[config.mk]
export PLATFORM = sky130hd
export DESIGN_NAME = hazard_scoreboard
export DESIGN_NICKNAME = d
export VERILOG_FILES = /design/src/rtl/hazard_scoreboard.sv
export SDC_FILE = /design/constraint.sdc
export NUM_CORES = 1
export LEC_CHECK = 0
export BUFFER_PORTS_ARGS = -buffer_cell sky130_fd_sc_hd__buf_4
export CELL_PAD_IN_SITES_DETAIL_PLACEMENT = 0
export CELL_PAD_IN_SITES_GLOBAL_PLACEMENT = 2
export CORE_MARGIN = 5
export CORE_UTILIZATION = 24
export CTS_CLUSTER_SIZE = 10
export DETAILED_ROUTE_END_ITERATION = 10
export HOLD_SLACK_MARGIN = 0.12
export PLACE_DENSITY_LB_ADDON = 0.25
export SYNTH_ARGS = -nofsm -noshare
export SYNTH_HDL_FRONTEND = slang
export SYNTH_SLANG_ARGS = --single-unit
[constraint.sdc]
create_clock -name clk -period 5.2 [get_ports clk]
set_input_delay 0.52 -clock clk [delete_from_list [all_inputs] [get_ports clk]]
set_output_delay 0.52 -clock clk [all_outputs]
set_load 0.01 [all_outputs]
[src/rtl/hazard_scoreboard.sv]
// Decode hazard unit: per-port EX/MEM bypass, 32-entry load scoreboard, stall; LL/SC tracker under HAZARD_LLSC_EN.
// Forwarding and stall are combinational (zero latency); stall holds IF/ID while scoreboard counters keep draining.
module hazard_scoreboard #(
  parameter int DATA_W   = 32,
  parameter int NUM_RD   = 2,
  parameter int LOAD_LAT = 1
) (
  input  logic                     clk,
  input  logic                     rst,
  input  logic                     id_valid,
  input  logic                     id_flush,
  input  logic [5*NUM_RD-1:0]      rd_addr,
  input  logic [NUM_RD-1:0]        rd_used,
  input  logic [DATA_W*NUM_RD-1:0] rf_data,
  input  logic                     id_we,
  input  logic [4:0]               id_wr_addr,
  input  logic                     id_load,
  input  logic                     id_store,
  input  logic                     id_ll,
  input  logic                     id_sc,
  input  logic                     ex_we,
  input  logic [4:0]               ex_wr_addr,
  input  logic [DATA_W-1:0]        ex_result,
  input  logic                     mem_we,
  input  logic [4:0]               mem_wr_addr,
  input  logic [DATA_W-1:0]        mem_data,
  output logic [DATA_W*NUM_RD-1:0] fwd_data,
  output logic                     stall,
  output logic                     sc_mask,
  output logic                     atomic
);

  localparam int CNT_W = (LOAD_LAT < 1) ? 1 : $clog2(LOAD_LAT + 1);
  localparam logic [CNT_W-1:0] CNT_LOAD = CNT_W'(LOAD_LAT);
  localparam logic [CNT_W-1:0] CNT_ONE  = CNT_W'(1);

  logic [CNT_W-1:0] cnt_q [32];
  logic [CNT_W-1:0] cnt_d [32];
  logic             issue;
  logic             ld_set;

  assign issue  = id_valid & ~id_flush & ~stall;
  assign ld_set = issue & id_load & id_we & (id_wr_addr != 5'd0);

  // A fresh load overrides the decrement of the same entry.
  always_comb begin
    for (int r = 0; r < 32; r++) begin
      cnt_d[r] = cnt_q[r];
      if (r == 0) begin
        cnt_d[r] = '0;
      end else if (ld_set && (id_wr_addr == 5'(r))) begin
        cnt_d[r] = CNT_LOAD;
      end else if (cnt_q[r] != '0) begin
        cnt_d[r] = cnt_q[r] - CNT_ONE;
      end
    end
  end

  always_ff @(posedge clk) begin
    for (int r = 0; r < 32; r++) begin
      if (rst) begin
        cnt_q[r] <= '0;
      end else begin
        cnt_q[r] <= cnt_d[r];
      end
    end
  end

  always_comb begin
    stall = 1'b0;
    for (int p = 0; p < NUM_RD; p++) begin
      if (rd_used[p] && (rd_addr[5*p +: 5] != 5'd0) && (cnt_q[rd_addr[5*p +: 5]] != '0)) begin
        stall = 1'b1;
      end
    end
  end

  always_comb begin
    fwd_data = '0;
    for (int p = 0; p < NUM_RD; p++) begin
      if (rd_addr[5*p +: 5] == 5'd0) begin
        fwd_data[DATA_W*p +: DATA_W] = '0;
      end else if (ex_we && (ex_wr_addr == rd_addr[5*p +: 5])) begin
        fwd_data[DATA_W*p +: DATA_W] = ex_result;
      end else if (mem_we && (mem_wr_addr == rd_addr[5*p +: 5])) begin
        fwd_data[DATA_W*p +: DATA_W] = mem_data;
      end else begin
        fwd_data[DATA_W*p +: DATA_W] = rf_data[DATA_W*p +: DATA_W];
      end
    end
  end

`ifdef HAZARD_LLSC_EN
  logic atomic_q;
  logic atomic_d;

  always_comb begin
    atomic_d = atomic_q;
    if (issue && id_ll) begin
      atomic_d = 1'b1;
    end else if (issue && (id_store || id_sc)) begin
      atomic_d = 1'b0;
    end
  end

  always_ff @(posedge clk) begin
    if (rst) begin
      atomic_q <= 1'b0;
    end else begin
      atomic_q <= atomic_d;
    end
  end

  assign atomic  = atomic_q;
  assign sc_mask = id_valid & id_sc & ~atomic_q;
`else
  logic unused_llsc;
  assign unused_llsc = id_ll ^ id_sc ^ id_store;
  assign atomic      = 1'b0;
  assign sc_mask     = 1'b0;
`endif

endmodule

==> Word level (Yosys, flattened, before mapping) <==
Memory sizes are Yosys's and may differ from the RTL's.
Cells that the tools add are included.
W data, S select, Z words.
{ "classes": {"n_bitwise": 39, "n_eq_ne": 35, "add_sub_neg": 31, "mux": 105, "n_reduce_logical": 44} }
{ "ops": {"columns": ["cell", "count"], "rows": [
  ["$mux W32", 6],
  ["$mux W1", 99],
  ["$eq A5 B5 Y1 const B", 16],
  ["$eq A5 B4 Y1 const B", 8],
  ["$logic_and A1 B1 Y1", 39],
  ["$or A1 B1 Y1", 32],
  ["$sub A1 B1 Y1 const B", 31],
  ["$eq A5 B3 Y1 const B", 4],
  ["$eq A5 B5 Y1", 4],
  ["$reduce_bool A5 Y1", 3],
  ["$eq A5 B2 Y1 const B", 2],
  ["$logic_not A5 Y1", 2],
  ["$and A1 B1 Y1", 5],
  ["$eq A5 B1 Y1 const B", 1],
  ["$not A1 Y1", 2]
]} }
{ "word_totals": {"input_bits": 166, "ram_bits": 32, "out_inout_bits": 67, "elab_cells": 255, "register_bits": 0, "n_memories": 1} }
{ "mem_list": {"columns": ["name", "words", "width", "rd", "rd_ports_with_merged_regs", "write_ports", "line_no", "rtl"], "rows": [
  ["cnt_q", 32, 1, 33, 0, 32, "37", "logic [CNT_W-1:0] cnt_q [32];"]
]} }

==> Longest topological paths before layout <==
Gate-level depths: netlist of the first run.
{ "logic_depth": {"depth_word": 13, "mapped_depth": 8, "depth_no_buf": 5} }

==> Worst setup path before layout of the first run <==
No wires, ideal clock.
{ "synth_timing": {"path_type": "input port to output port", "from": "input port rd_addr[5]", "to": "output port stall", "arrival_time_ps": 2101, "n_path_buf": 2, "t_required_ps": 4680, "slack_ps": 2579, "stages": 7, "path_cell_list": "buf_4 > mux4_2 > mux2_2 > nor3b_2 > a311oi_2 > buf_4 > or2_1"} }
{ "synth_via": {"elab_chain_len": 4} }
{ "synth_lines": {"columns": ["item", "line_no", "rtl"], "rows": [
  ["from (decl)", "12", "input logic [5*NUM_RD-1:0] rd_addr,"],
  ["branches (longest 2 deep; another with $mem_v2 Z32 W1)", null, null],
  ["$logic_and A1 B1 Y1 (*)", "72", "if (rd_used[p] && (rd_addr[5*p +: 5] != 5'd0) && (cnt_q[rd_addr[5*p +: 5]] != '0)) begin"],
  ["$mux W1 (*)", "72", null],
  ["to (decl)", "28", "output logic stall,"]
]} }
Mark *: on every way between the ends.

==> Final worst setup path of the first run <==
{ "layout_timing": {"from": "input port rd_addr[2]", "to": "output port fwd_data[7]"} }
{ "layout_via": {"elab_chain_len": 5} }
{ "layout_lines": {"columns": ["item", "line_no", "rtl"], "rows": [
  ["$eq A5 B5 Y1", "85", "end else if (mem_we && (mem_wr_addr == rd_addr[5*p +: 5])) begin"],
  ["$logic_and A1 B1 Y1", "85", null],
  ["$mux W32", "85", null],
  ["$mux W32", "83", "end else if (ex_we && (ex_wr_addr == rd_addr[5*p +: 5])) begin"],
  ["$mux W32 (*)", "81", "if (rd_addr[5*p +: 5] == 5'd0) begin"],
  ["to (decl)", "27", "output logic [DATA_W*NUM_RD-1:0] fwd_data,"]
]} }
Every way passes the cells marked *; elsewhere a longest branch is shown, timed or not.

==> impl_metrics.csv, run 1 <==
group,metric,value,unit
run_status,status,"finished clean",
finish,largest_register,"cnt_q",
power,pwr-share-comb,38.8,%
critical_path,critPathKind,"input pin to output port",
critical_path,worstPathArrival,2.86,ns
critical_path,max_stage_delay,0.97,ns
finish,largest_register_ffs,31,
critical_path,crit_slowest_cell,"and3_2",
placement,dp_hpwl,13100,microns
clock_tree,clock_latency,0.27,ns
global_routing,antenna_found_initial,1,
logic_synthesis,ys_warn_count,0,
power,p_total,874,uW
detailed_routing,antenna_left,0,
placement,portBuffers,227,
critical_path,cp.buffers_inverters,2,
timing,timing.fmax,0.296,GHz
critical_path,path_max_fanout,32,
critical_path,endpoint_kind,"output port",
die,die_y,132,microns
power,p_int,623,uW
timing,slew_headroom,24.0,%
global_routing,grt_max_degree,47,
timing,worstMarginPinSlew,1.14,ns
die,start_util,24.4,%
logic_synthesis,syn_area_per_cell,8.11,sq um
clock_tree,postCtsResizedCells,0,
clock_tree,cts_max_path_buffers,2,
timing,min_period_over_period,65.0,%
logic_synthesis,ys_types,46,
timing,maxSlewViolCount,0,
finish,largestRegisters,"cnt_q (31)",
detailed_routing,via_per_inst,5.08,
hold_path,min_path_type,"input pin to flip-flop",
die,fp-row-count,44,
timing,finalSetupViolCount,0,
critical_path,path_cells,"buf_4, xor2_1, nor4_1, and3_2, mux2i_1, a211oi_1, buf_4",
clock_tree,post-cts-setup-buffer-count,0,
power,p_sw,250,uW
global_routing,grt_use_total,18.2,%
logic_synthesis,ys_seq_area_share,17.5,%
power,p_leak,0.00222,uW
timing,grt_setup_unrepaired,"false",
die,ios,233,
detailed_routing,wl_per_cell,20.8,microns
power,vdd_ir_drop_max,0.0917,mV
placement,dp.cells,802,
detailed_routing,drc,0,
clock_tree,cts_tree,"built",
global_routing,grt_pass1_vias,3961,
detailed_routing,dr.first_iter.drc_count,186,
finish,syn2layout_area_growth,53.6,%
die,core_area,14500,sq um
power,pwr-share-clk,33.9,%
power,sequentialPowerShare,27.3,%
logic_synthesis,yosys_register_bits,31,
timing,hold_violations,0,
power,power_density,160,nW/um^2
clock_tree,ctsHoldBuffers,0,
timing,min_period,3.38,ns
logic_synthesis,synthCells,437,
clock_tree,path_clk_slew,0.05,ns
placement,dpl_cell_area,5290,sq um
finish,mostFrequentLayoutCells,"234 x buf_4, 72 x mux2i_1, 66 x nor2_1, 65 x a211oi_1, 31 x dfxtp_1",
global_routing,grt_pass1_wl,25500,microns
clock_tree,cts.sinks,31,
job,drv_cap,0,
clock_tree,cts.root.buffer_cell,"clkbuf_16",
clock_tree,cts_made_buffers,5,
critical_path,start_kind,"input pin",
detailed_routing,vias,4116,
critical_path,cp.required,4.68,ns
detailed_routing,wl,16900,microns
critical_path,path_delay_family,"simple AND/OR/NAND/NOR gates",
critical_path,crit_path_frequent_cell,"buf_4",
timing,clock_skew,0.00241,ns
critical_path,r2r_setup_slack,3.07,ns
placement,globalplace.congestion,0.842,
logic_synthesis,synth_top_area_share,20.3,%
logic_synthesis,yosys.area.top_type,"mux2i_1",
finish,fin_area,5450,sq um
die,dieWidth,132,microns
die,die_area,17300,sq um
clock_tree,htreeDepth,2,
logic_synthesis,synth_area,3550,sq um
finish,final_cells,811,
detailed_routing,first_pass_iters,5,
global_routing,grt_overflow,0,
finish,drive_gt1_share,42.8,%
finish,finalNetCount,791,
timing,finalSetupTns,0,ns
power,swShare,28.7,%
logic_synthesis,netlist_top_cells_area,"mux2i_1 20%, dfxtp_1 18%, a211oi_1 14%",
timing,setup_slack,1.82,ns
placement,dp_slack,1.82,ns
finish,layout_commonest_cell,"buf_4",
-- cell type report --
| type | instances | area, sq um |
|---|---|---|
| diodes | 1 | 2.50 |
| clock buffers | 8 | 156 |
| inverters | 2 | 7.51 |
| well taps | 184 | 230 |
| repair buffers | 234 | 1760 |
| multi-input cells | 351 | 2670 |
| flip-flops and latches | 31 | 621 |
| fillers | 1526 | 9090 |
-- power by group through the flow --
stage	Sequential (uW)	Combinational, uW	Clock, uW
5_1_grt	238	364	316
4_1_cts	238	343	302
2_1_floorplan	243	147	0
3_3_place_gp	243	338	0
6_report	238	339	297
3_5_place_dp	243	341	0
-- per-layer routing --
metal  up-vias  wire [microns]  share of wire (%)  GRT usage [%]
li1       2018               -                  -              -
met1      1920            6930                 41           22.5
met2       162            8730                 52           32.3
met3        16             942                5.6           3.75
met4         0             280                1.7           4.46
met5         -               0                  0              0
-- path summary, 6_finish.rpt --
kind | depth (start not counted) | from | endpoint
worst min-delay path | 4 | id_wr_addr[3] | cnt_q[23]
worst max register to register | 6 | cnt_q[23] | cnt_q[13]
worst max-delay path | 7 | rd_addr[2] | fwd_data[7]
worst min register to register | 6 | cnt_q[12] | cnt_q[3]
-- cell usage after synthesis, drive strengths merged --
| cell | count |
|---|---|
| a2111oi | 1 |
| a211oi | 65 |
| a21oi | 1 |
| a221o | 1 |
| a221oi | 1 |
| a311o | 1 |
| a311oi | 1 |
| a31oi | 1 |
| and2 | 3 |
| and3 | 3 |
| and3b | 1 |
| and4b | 1 |
| buf | 27 |
| clkbuf | 27 |
| conb | 1 |
| dfxtp | 31 |
| inv | 2 |
| mux2 | 5 |
| mux2i | 72 |
| mux4 | 10 |
| nand2 | 3 |
| nand2b | 2 |
| nand3 | 20 |
| nand3b | 1 |
| nand4 | 13 |
| nand4b | 1 |
| nor2 | 68 |
| nor2b | 9 |
| nor3 | 28 |
| nor3b | 2 |
| nor4 | 7 |
| nor4b | 2 |
| o211ai | 1 |
| o311a | 1 |
| o311ai | 1 |
| or2 | 1 |
| or4 | 2 |
| xnor2 | 4 |
| xor2 | 16 |
-- stage by stage --
stage	hold slack (ns)	util, %
floorplan	0.752	-
finish	0.646	37.5
CTS	0.641	37.5
detailed placement	0.928	36.4
global placement	0.918	36.4
global route	0.660	37.5
-- tightest hold or removal path: stages --
cell     delay (ns)
buf_4          0.09
nor2b_1        0.11
nand3_1        0.10
nor3_1         0.04
-- kinds of logic after synthesis --
| logic type | synth area share [%] |
|---|---|
| compound gates | 16.6 |
| xor+xnor | 4.94 |
| buf+inv | 7.94 |
| flops | 17.5 |
| mux | 28.3 |
| other cells | 0.106 |
| simple gates | 24.6 |
(Power assumes the default switching activity.)
==> inputs of run 2 (changes only) <==
Settings changed: ABC_AREA from default to 1, CORE_UTILIZATION 24 to 18.
Clock period 5.2 ns to 3.05 ns, I/O delays scaled along.
==> impl_metrics.csv, run 2 <==
group,metric,value,unit
run_status,status,"finished clean",
finish,fin_area,6390,sq um
finish,largest_register,"cnt_q",
clock_tree,cts_tree,"built",
critical_path,endpoint_kind,"output port",
detailed_routing,drc,0,
clock_tree,cts_made_buffers,5,
die,die_area,26500,sq um
logic_synthesis,synth-compound-area-share,3.81,%
clock_tree,postCtsResizedCells,0,
die,dieWidth,163,microns
clock_tree,post-cts-setup-buffer-count,0,
logic_synthesis,netlist_top_cells_area,"nand2_1 18%, nand3_1 18%, nor2_1 16%",
placement,dp_hpwl,17800,microns
power,power_density,255,nW/um^2
finish,mostFrequentLayoutCells,"247 x buf_4, 203 x nand2_1, 180 x nor2_1, 147 x nand3_1, 116 x inv_1",
finish,layout_commonest_cell,"buf_4",
logic_synthesis,syn_area_per_cell,4.99,sq um
finish,drive_gt1_share,26.1,%
job,drv_cap,0,
logic_synthesis,synth_xor_area_share,0.417,%
logic_synthesis,synth_area,4200,sq um
logic_synthesis,synth_top_family_by_area,"simple AND/OR/NAND/NOR gates",
global_routing,grt_max_degree,35,
detailed_routing,vias,6021,
die,ios,233,
detailed_routing,via_per_inst,4.43,
logic_synthesis,yosys.area.top_type,"nand2_1",
detailed_routing,dr.first_iter.drc_count,365,
global_routing,grt_pass1_wl,35500,microns
logic_synthesis,yosys-mux-area-fraction,0,%
die,start_util,18.4,%
critical_path,cp.required,2.74,ns
logic_synthesis,synth_most_common_cell,"nand2_1",
hold_path,min_path_type,"input pin to flip-flop",
logic_synthesis,synth_top_area_share,18.1,%
logic_synthesis,ys_seq_area_share,14.8,%
die,die_y,163,microns
detailed_routing,first_pass_iters,5,
timing,finalSetupTns,0,ns
global_routing,grt_pass1_vias,5974,
detailed_routing,wl_per_cell,17.4,microns
timing,slew_headroom,31.9,%
finish,largestRegisters,"cnt_q (31)",
logic_synthesis,synthAdderAreaFrac,0,%
power,vdd_ir_drop_max,0.297,mV
logic_synthesis,ys_types,23,
clock_tree,cts.root.buffer_cell,"clkbuf_16",
clock_tree,cts.sinks,31,
finish,syn2layout_area_growth,52.1,%
placement,globalplace.congestion,0.793,
global_routing,grt_overflow,0,
logic_synthesis,synth-async-reset-ratio,0,%
die,core_area,22800,sq um
critical_path,critPathKind,"input pin to output port",
critical_path,path_max_fanout,34,
timing,maxSlewViolCount,0,
timing,clock_skew,0.00504,ns
logic_synthesis,ys_warn_count,0,
placement,portBuffers,227,
power,p_leak,0.00349,uW
detailed_routing,antenna_left,0,
clock_tree,cts_max_path_buffers,2,
detailed_routing,wl,23600,microns
timing,hold_violations,0,
logic_synthesis,synth-simple-area-share,63.4,%
die,fp-row-count,55,
logic_synthesis,synth_edf_count,0,
timing,min_period,2.57,ns
clock_tree,path_clk_slew,0.05,ns
global_routing,antenna_found_initial,0,
timing,worstMarginPinSlew,1.02,ns
placement,dpl_cell_area,6250,sq um
timing,finalSetupViolCount,0,
timing,timing.fmax,0.390,GHz
critical_path,start_kind,"input pin",
timing,grt_setup_unrepaired,"false",
timing,min_period_over_period,84.2,%
logic_synthesis,ys.flop_type,"dfxtp_1",
clock_tree,clock_latency,0.27,ns
global_routing,grt_use_total,16.9,%
clock_tree,ctsHoldBuffers,0,
logic_synthesis,synthTopCellsByCount,"203 x nand2_1, 183 x nor2_1, 147 x nand3_1, 116 x inv_1, 67 x nand4_1",
critical_path,worstPathArrival,2.26,ns
clock_tree,htreeDepth,2,
logic_synthesis,synthCells,842,
logic_synthesis,yosys_register_bits,31,
finish,finalNetCount,1209,
finish,largest_register_ffs,31,
run 2: changes by cell type after synthesis, sizes merged, moves of 9 or more:
| cell | delta |
|---|---|
| nand3 | +131 |
| nor3 | -27 |
| nand4 | +54 |
| mux2i | -72 |
| nand2 | +200 |
| xor2 | -14 |
| inv | +119 |
| nor2b | -9 |
| nor2 | +116 |
| a211oi | -65 |
| mux4 | -10 |
| o22ai | +9 |
run 2: per-stage QoR:
| stage | utilization, % | worst slack (ns) | cells | total power, uW | hold WS (ns) |
|---|---|---|---|---|---|
| 2_1_floorplan | - | 1.28 | 843 | 762 | 0.470 |
| 3_3_place_gp | 27.4 | 0.449 | 1349 | 1190 | 0.618 |
| 3_5_place_dp | 27.4 | 0.467 | 1349 | 1190 | 0.619 |
| 4_1_cts | 28.0 | 0.462 | 1357 | 1650 | 0.340 |
| 5_1_grt | 28.0 | 0.282 | 1357 | 1740 | 0.372 |
| 6_report | 28.0 | 0.483 | 1358 | 1630 | 0.350 |
run 2: worst max-delay path: stages:
cell     delay (ns)
buf_4          0.18
inv_2          0.18
o22ai_1        0.11
a21oi_1        0.17
nand3_2        0.46
buf_12         0.37
nor2_1         0.14
nor2_1         0.06
nand2_1        0.09
inv_1          0.04
buf_4          0.13
run 2: cell type report:
class	count	area, sq um
inverter	121	454
multi-input combinational	634	2870
clock inverter	1	5.00
sequential	31	621
fill	2721	16400
clock buffer	7	133
tap	313	392
timing repair buffer	250	1910
antenna	1	2.50
run 2: where the power goes:
part	internal (uW)	switching [uW]	leakage [uW]	total (uW)
Clock	300	156	0.0000679	456
Sequential	406	0.103	0.000250	406
Combinational	341	422	0.00317	764
Total	1050	578	0.00349	1630
run 2: logic make-up (layout without fill, tap and decap cells):
| family | Yosys count | after routing |
|---|---|---|
| buffers and inverters | 178 | 379 |
| and+or+nand+nor | 607 | 607 |
| other | 1 | 3 |
| DFF | 31 | 31 |
| xor gates and xnor gates | 2 | 2 |
| AOI/OAI and AO/OA | 23 | 23 |
run 2: final timing paths:
kind,slack (ns),startpoint,depth (start not counted),end
worst max-delay path,0.48,rd_addr[1],11,fwd_data[28]
worst min-delay path,0.35,id_wr_addr[0],4,cnt_q[8]
worst max register to register,1.53,cnt_q[28],10,cnt_q[26]
worst min register to register,1.15,cnt_q[17],8,cnt_q[29]
run 2: routing by layer:
| metal | share of wire, % | GRT usage (%) | up-vias |
|---|---|---|---|
| met5 | 0 | 0 | - |
| met4 | 1.9 | 3.47 | 0 |
| met3 | 5.6 | 2.38 | 23 |
| met2 | 49 | 30.4 | 190 |
| met1 | 44 | 21.6 | 2729 |
| li1 | - | - | 3079 |
